## config.mk

```make
export PLATFORM = sky130hd
export DESIGN_NAME = uart_tx_buf
export DESIGN_NICKNAME = d
export VERILOG_FILES = /design/src/rtl/uart_tx_buf.sv
export SDC_FILE = /design/constraint.sdc
export NUM_CORES = 1
export LEC_CHECK = 0
export CELL_PAD_IN_SITES_DETAIL_PLACEMENT = 0
export CELL_PAD_IN_SITES_GLOBAL_PLACEMENT = 1
export CORE_ASPECT_RATIO = 1.25
export CORE_MARGIN = 2
export CORE_UTILIZATION = 52
export DETAILED_ROUTE_END_ITERATION = 8
export PLACE_DENSITY_LB_ADDON = 0.3
export SLEW_MARGIN = 20
export SYNTH_ARGS = -nofsm -noshare
export SYNTH_HDL_FRONTEND = slang
export SYNTH_SLANG_ARGS = --single-unit
```

## constraint.sdc

```tcl
create_clock -name clk -period 5.75 [get_ports clk]
set_clock_uncertainty 0.2 [all_clocks]
set_input_delay 1.4375 -clock clk [delete_from_list [all_inputs] [get_ports clk]]
set_output_delay 1.4375 -clock clk [all_outputs]
set_load 0.05 [all_outputs]
```

## src/rtl/uart_tx_buf.sv

```systemverilog
// Buffered 8N1 UART transmitter: bytes enter a FIFO over a valid/ready handshake
// and are serialized LSB first on txd, back-to-back while the FIFO holds data.
module uart_tx_buf #(
    parameter  int CLK_FREQ   = 100000000,
    parameter  int BAUD       = 115200,
    parameter  int FIFO_DEPTH = 16,
    localparam int AW         = $clog2(FIFO_DEPTH)
) (
    input  logic          clk,
    input  logic          rst,
    input  logic          vld_tx,
    input  logic [7:0]    d_tx,
    output logic          rdy_tx,
    output logic          txd,
    output logic          busy,
    output logic [AW:0]   cnt
);

    localparam int DIV    = CLK_FREQ / BAUD;
    localparam int BW     = (DIV > 1) ? $clog2(DIV) : 1;
    localparam int DIV_M1 = DIV - 1;

    localparam logic [BW-1:0] BAUD_RELOAD = DIV_M1[BW-1:0];
    localparam logic [AW:0]   FULL_CNT    = FIFO_DEPTH[AW:0];

    typedef enum logic [1:0] {
        IDLE,
        START,
        DATA,
        STOP
    } state_t;

    state_t        state, state_d;
    logic [BW-1:0] baud, baud_d;
    logic [2:0]    bit_idx, bit_idx_d;
    logic [7:0]    sh, sh_d;
    logic          txd_d;

    logic [7:0]    mem [FIFO_DEPTH];
    logic [AW-1:0] wr_ptr, rd_ptr;
    logic          push, pop;
    logic [7:0]    head;

    assign rdy_tx = (cnt != FULL_CNT);
    assign push   = vld_tx && rdy_tx;
    assign head   = mem[rd_ptr];
    assign busy   = (state != IDLE) || (cnt != '0);

    // NOTE: storage array has no reset; only pointers and cnt define validity.
    always_ff @(posedge clk) begin
        if (push) begin
            mem[wr_ptr] <= d_tx;
        end
    end

    // Occupancy is tracked explicitly so full and empty are distinguishable.
    always_ff @(posedge clk or posedge rst) begin
        if (rst) begin
            wr_ptr <= '0;
            rd_ptr <= '0;
            cnt    <= '0;
        end else begin
            if (push) begin
                wr_ptr <= wr_ptr + 1'b1;
            end
            if (pop) begin
                rd_ptr <= rd_ptr + 1'b1;
            end
            case ({push, pop})
                2'b10:   cnt <= cnt + 1'b1;
                2'b01:   cnt <= cnt - 1'b1;
                default: cnt <= cnt;
            endcase
        end
    end

    always_ff @(posedge clk or posedge rst) begin
        if (rst) begin
            state   <= IDLE;
            baud    <= '0;
            bit_idx <= '0;
            sh      <= '0;
            txd     <= 1'b1;
        end else begin
            state   <= state_d;
            baud    <= baud_d;
            bit_idx <= bit_idx_d;
            sh      <= sh_d;
            txd     <= txd_d;
        end
    end

    // NOTE: every output of this block gets a default first, so no latch can form.
    always_comb begin
        state_d   = state;
        baud_d    = baud;
        bit_idx_d = bit_idx;
        sh_d      = sh;
        txd_d     = txd;
        pop       = 1'b0;

        case (state)
            IDLE: begin
                txd_d = 1'b1;
                if (cnt != '0) begin
                    pop     = 1'b1;
                    sh_d    = head;
                    baud_d  = BAUD_RELOAD;
                    txd_d   = 1'b0;
                    state_d = START;
                end
            end

            START: begin
                if (baud == '0) begin
                    txd_d     = sh[0];
                    bit_idx_d = '0;
                    baud_d    = BAUD_RELOAD;
                    state_d   = DATA;
                end else begin
                    baud_d = baud - 1'b1;
                end
            end

            DATA: begin
                if (baud == '0) begin
                    baud_d = BAUD_RELOAD;
                    if (bit_idx == 3'd7) begin
                        txd_d   = 1'b1;
                        state_d = STOP;
                    end else begin
                        sh_d      = sh >> 1;
                        txd_d     = sh[1];
                        bit_idx_d = bit_idx + 1'b1;
                    end
                end else begin
                    baud_d = baud - 1'b1;
                end
            end

            STOP: begin
                if (baud == '0) begin
                    // Chain straight into the next start bit when more data waits.
                    if (cnt != '0) begin
                        pop     = 1'b1;
                        sh_d    = head;
                        baud_d  = BAUD_RELOAD;
                        txd_d   = 1'b0;
                        state_d = START;
                    end else begin
                        txd_d   = 1'b1;
                        state_d = IDLE;
                    end
                end else begin
                    baud_d = baud - 1'b1;
                end
            end
        endcase
    end

endmodule

```

==> results.md, run 1 <==
* Status: completed
* Total Neg Setup Slack at 0 ns
* Hold Path End: bit_idx[1]$_DFFE_PP0P_
* Nets at 485
* 1st-iter DRT viols at 326
* Hold WS at 0.315 ns
* CTS tree: yes
* Worst setup SP type: flip-flop
* Synth cell types at 55
* Final Hold Fails at 0
* Synth Instances at 438
* Pre-CTS setup slack at 1.73 ns
* GRT Util Overall at 20.2%
* Antenna-violating nets left at 0
* Post-synth EDFFs at 128
* Starting Density at 53.2%
* # rows at 47
* FF+latch count, synth at 165
* Critical Path End Type: output port
* Max Buffers Root-to-Sink at 2
* Hold WC Path Type: flip-flop to flip-flop
* Synthesis warning total at 0
* HPWL after DPL at 8740 um
* Placed cell count at 608
* Number of iterations in the first detailed-routing pass at 7
* Port Buffer Count at 18
* Hold path start: bit_idx[1]$_DFFE_PP0P_
* CTS buffer count at 17
* Rel. slew slack at 42.8%
* Final setup viols at 0
* RSZ-0062 raised after global routing: no
* DIE AREA at 14,600 um^2
* Routed wire length at 13,300 um
* Ports at 19
* Part of the cycle the worst path needs at 73.0%
* Die Ht at 134 um
* Vias at 3,795
* Setup bufs post-CTS at 0
* H-tree Lvls at 4
* Worst r2r dst: cnt[4]$_DFFE_PP0P_
* Clock root cell: clkbuf_16
* Final setup margin at 1.55 ns
* Final Instance Count excl. Fillers at 640
* Initial antenna violation count at 0
* Vias/cell at 5.93
* Synthesis-to-finish area growth at 13.2%
* Post-Syn Area per Cell at 16.1 um^2
* PD cells at 373 nW/um^2
* Synthesized Nets at 467
* Slew Viols, Final at 0
* R2R Setup Slk at 2.22 ns
* Synth cell count leaders: 128 x edfxtp_1, 36 x dfrtp_1, 34 x a21oi_1, 32 x mux4_2, 28 x nor2_1
* Chip width at 108 um
* Dpl cell area at 7410 um^2
* Post-Syn Area at 7070 um^2
* Leak pwr at 2.77 nW
* Post-CTS sizing at 0
* Number of global-route vias before repair at 3,935
* Routability congestion estimate at 0.796
* Most instantiated library cell after synthesis: edfxtp_1
* Reg-to-Reg Start: baud[0]$_DFF_PP0_
* Crit-path max FO at 6
* Largest area contributor in the synthesized netlist: edfxtp_1
* FMAX at 0.238 GHz
* Worst EP arrival at 2.56 ns
* Total overflow reported by the global router at 0
* Synth async-reset ratio at 22.4%
* ANT cells at 0
* Layout cell share with drive strength beyond 1 at 20.0%
* Overall Power at 2.99 mW
* MaxCap Viol Count at 0
* Post-layout util at 60.3%
* Core Region at 13,300 um^2
* Clk_lat worst skew at 0.42 ns
* Peak VDD IR at 0.234 mV
* Worst-Margin Slew at 0.859 ns
* Min cycle time layout at 4.20 ns
* Clock transition at path regs at 0.07 ns
* Post-synth top area share at 54.4%
* Clk sinks at 165
* Final instance area at 8010 um^2
* Ranking of synthesized cells by area: edfxtp_1 54%, dfrtp_1 13%, mux4_2 10%
* CP Class: flip-flop to output port
* Post-synth top flop: edfxtp_1
* Routed len/inst at 20.8 um
* Cells on worst reg2reg path at 13
* WP data required at 4.11 ns
* Hold Path Cell Cnt at 1
* Hold-fix buffers at CTS at 0
* First-pass GRT wire length at 21,400 um
* DRC viols at 0
* Largest net degree at the start of global routing at 38
* Sequential area share after synthesis at 67.5%
## power breakdown
part           internal (mW)  switching, mW  total [mW]  leakage, nW
clock network          0.618          0.503        1.12        0.288
logic                  0.133          0.247       0.380        0.887
registers               1.41         0.0753        1.49         1.59
## state kept, by name, summed over array words and instances, names as in the netlist
signal   flops
baud        10
bit_idx      3
cnt          5
mem        128
rd_ptr       4
sh           8
state        2
txd          1
wr_ptr       4
## critical path, cell delays in order (launching register included)
cell,delay [ns]
dfrtp_1,0.44
or4_1,0.60
nor3b_1,0.33
inv_1,0.07
clkdlybuf4s50_1,0.70
## cells in the final DEF (no fill, tap or decap), drive strengths merged, types with 15 or more instances in the layout
| master | instances |
|---|---|
| edfxtp | 128 |
| dfrtp | 36 |
| a21oi | 35 |
| mux4 | 32 |
| nor2 | 29 |
| inv | 23 |
| clkdlybuf4s50 | 18 |
| ha | 17 |
| clkbuf | 17 |
| a22oi | 16 |
| nand2 | 15 |
## how the worst max path moves through the flow
| stage | startpoint | end | slack, ns | cells past startpoint |
|---|---|---|---|---|
| floorplan | cnt[0]$_DFFE_PP0P_ | cnt[4]$_DFFE_PP0P_ | 2.27 | 13 |
| CTS | cnt[0]$_DFFE_PP0P_ | busy | 1.53 | 4 |
| global route | cnt[0]$_DFFE_PP0P_ | busy | 1.46 | 4 |
| detailed placement | vld_tx | cnt[4]$_DFFE_PP0P_ | 1.73 | 10 |
| global placement | vld_tx | mem[3][5]$_DFFE_PP_ | 1.65 | 4 |
| finish | cnt[0]$_DFFE_PP0P_ | busy | 1.55 | 4 |
## layout make-up
| class | instances | area (um^2) |
|---|---|---|
| clock buffer | 17 | 425 |
| inverter | 14 | 52.6 |
| tap | 171 | 214 |
| clock inverter | 15 | 165 |
| multi-input combinational | 238 | 2180 |
| fill | 1018 | 5280 |
| timing repair buffer | 20 | 195 |
| sequential | 165 | 4770 |
## logic make-up after synthesis
kind of cell | after synthesis | synth area share, %
mux | 38 | 11.1
fa+ha+maj | 18 | 3.29
xor+xnor | 10 | 1.24
flops | 165 | 67.5
simple gates | 85 | 6.62
compound gates | 87 | 8.30
buf+inv | 35 | 1.96
## layer usage
metal	vias up	share of wire, %	global-route usage (%)
met5	-	0	0
met2	90	52	33.9
li1	1756	-	-
met1	1928	42	26.3
met4	0	2.1	7.83
met3	21	4.0	3.50
No activity file was read; power rests on OpenSTA's default activity.
==> run 2: changes to the inputs <==
==> constraint.sdc (replaced) <==
create_clock -name clk -period 4.1 [get_ports clk]
set_clock_uncertainty 0.2 [all_clocks]
set_input_delay 1.025 -clock clk [delete_from_list [all_inputs] [get_ports clk]]
set_output_delay 1.025 -clock clk [all_outputs]
set_load 0.05 [all_outputs]
==> run 2 against run 1 <==
  * Final cell count increased by 1.7%
  * Worst setup slack got worse by 1.2 ns
  * Non-clock buffer count increased by 11
  * Sequential share of layout area decreased by 0.19 points
  * First-iteration DRC count increased by 18%
  * Flip-flop and latch count unchanged
  * Routed wire length about the same
  * Clock power increased by 30%
  * Power increased by 37%
  * Count of clock-buffer cells in the layout increased by 3
  * Worst hold slack improved by 0.0064 ns
  * Largest power group unchanged
==> results.md, run 2 (synthesis gave the netlist of run 1 again) <==
* Hold Path Cell Cnt at 1
* Clk sinks at 165
* Reg with most FFs: mem
* Final instance area at 8030 um^2
* # rows at 47
* Most frequent cells in the layout: 128 x edfxtp_1, 34 x a21oi_1, 34 x dfrtp_1
* Number of global-route vias before repair at 3,943
* Port Buffer Count at 18
* Max Buffers Root-to-Sink at 2
* FMAX at 0.264 GHz
* Vias/cell at 5.90
* Leak pwr at 2.80 nW
* Core Region at 13,300 um^2
* Starting Density at 53.2%
* Worst EP arrival at 2.56 ns
* Hold Path End: bit_idx[2]$_DFFE_PP0P_
* WP data required at 2.87 ns
* Ports at 19
* DIE AREA at 14,600 um^2
* Worst-Margin Slew at 0.849 ns
* Sw Share at 26.2%
* MaxCap Viol Count at 0
* GRT Util Overall at 20.0%
* RSZ-0062 raised after global routing: no
* Slew Viols, Final at 0
* HPWL after DPL at 8760 um
* P_sw at 1.07 mW
* Setup bufs post-CTS at 0
* Peak VDD IR at 0.350 mV
* Clock Power Share at 35.7%
* Commonest non-fill, non-tap cell in the layout: edfxtp_1
* Crit-path max FO at 6
* CTS tree: yes
* CP Class: flip-flop to output port
* Routed wire length at 13,300 um
* Antenna-violating nets left at 0
* Rel. slew slack at 43.4%
* Routability congestion estimate at 0.794
* Cells along the critical path: or4_1 > nor3b_1 > inv_1 > clkdlybuf4s50_1
* Final Hold Fails at 0
* CTS buffer count at 17
* Total overflow reported by the global router at 0
* Final setup margin at 0.313 ns
* ANT cells at 0
* Pre-CTS setup slack at 0.549 ns
* Worst path max stage delay at 0.70 ns
* Clock transition at path regs at 0.06 ns
* Dpl cell area at 7490 um^2
* 1st-iter DRT viols at 385
* Post-CTS sizing at 0
* Layout cell share with drive strength beyond 1 at 20.6%
* Int Power at 3.01 mW
* Part of the power in registers at 50.9%
* Number of iterations in the first detailed-routing pass at 4
* Cells on worst reg2reg path at 13
* Clk_lat worst skew at 0.41 ns
* First-pass GRT wire length at 21,400 um
* CP max stage cell: clkdlybuf4s50_1
* Routed len/inst at 20.4 um
* Reg-to-Reg Start: baud[0]$_DFF_PP0_
* Hold path start: bit_idx[2]$_DFFE_PP0P_
* Initial antenna violation count at 0
* Largest regs: mem x128, baud x10, sh x8
* Chip width at 108 um
* Largest net degree at the start of global routing at 38
* CP bufs+invs at 2
* Synthesis-to-finish area growth at 13.6%
* Vias at 3,841
* Worst r2r dst: cnt[4]$_DFFE_PP0P_
* Hold-fix buffers at CTS at 0
* Worst setup SP type: flip-flop
* Nets at 496
* Final Instance Count excl. Fillers at 651
* R2R Setup Slk at 0.70 ns
* Final setup viols at 0
* H-tree Lvls at 4
* Hold WC Path Type: flip-flop to flip-flop
* Largest register FFs at 128
* Min cycle time layout at 3.79 ns
* Total Neg Setup Slack at 0 ns
* Critical Path End Type: output port
* Power share of the combinational group at 13.4%
* Placed cell count at 619
* Part of the cycle the worst path needs at 92.4%
* Clock root cell: clkbuf_16
* Die Ht at 134 um
* Status: completed
* Overall Power at 4.08 mW
* Family with the most delay on the worst path: simple AND/OR/NAND/NOR gates
* PD cells at 508 nW/um^2
* DRC viols at 0
-- run 2: cell types whose count changed in the layout (fill, tap and decap cells not counted), moves of 4 or more --
cell / before / now
nor3_1: 5 / 9
buf_4: 2 / 12
inv_6: 6 / 2
nor3_2: 5 / 1
-- run 2: how the worst max path moves through the flow --
stage	startpoint	to	slack, ns	cells past startpoint
6_report	cnt[0]$_DFFE_PP0P_	busy	0.31	4
2_1_floorplan	cnt[0]$_DFFE_PP0P_	cnt[4]$_DFFE_PP0P_	0.62	13
5_1_grt	cnt[0]$_DFFE_PP0P_	busy	0.21	4
3_5_place_dp	vld_tx	cnt[4]$_DFFE_PP0P_	0.55	10
4_1_cts	cnt[0]$_DFFE_PP0P_	busy	0.28	4
3_3_place_gp	vld_tx	cnt[4]$_DFFE_PP0P_	0.64	10
-- run 2: power by group through the flow --
stage,combinational (mW),clock (mW),sequential [mW]
5_1_grt,0.597,1.56,2.09
6_report,0.548,1.46,2.08
3_3_place_gp,0.534,0,2.10
4_1_cts,0.556,1.48,2.08
3_5_place_dp,0.549,0,2.11
2_1_floorplan,0.297,0,2.15
-- run 2: layout make-up --
cell class	count	area, um^2
inverters	14	52.6
clock buffers	20	437
well taps	171	214
clock inverters	12	105
multi-input cells	238	2160
fillers	1021	5260
repair buffers	31	290
flip-flops and latches	165	4770
-- run 2: through the flow --
| stage | util (%) | hold WS, ns |
|---|---|---|
| floorplan | - | 0.277 |
| global placement | 56.4 | 0.290 |
| detailed placement | 56.4 | 0.303 |
| CTS | 60.5 | 0.321 |
| global route | 60.5 | 0.332 |
| finish | 60.5 | 0.321 |
-- run 2: metal layers --
| layer | wire (um) | track usage, % | part of all wire, % | up-vias |
|---|---|---|---|---|
| li1 | - | - | - | 1774 |
| met1 | 5520 | 26.5 | 41 | 1954 |
| met2 | 6930 | 33.2 | 52 | 102 |
| met3 | 672 | 4.66 | 5.1 | 11 |
| met4 | 176 | 5.91 | 1.3 | 0 |
| met5 | 0 | 0 | 0 | - |
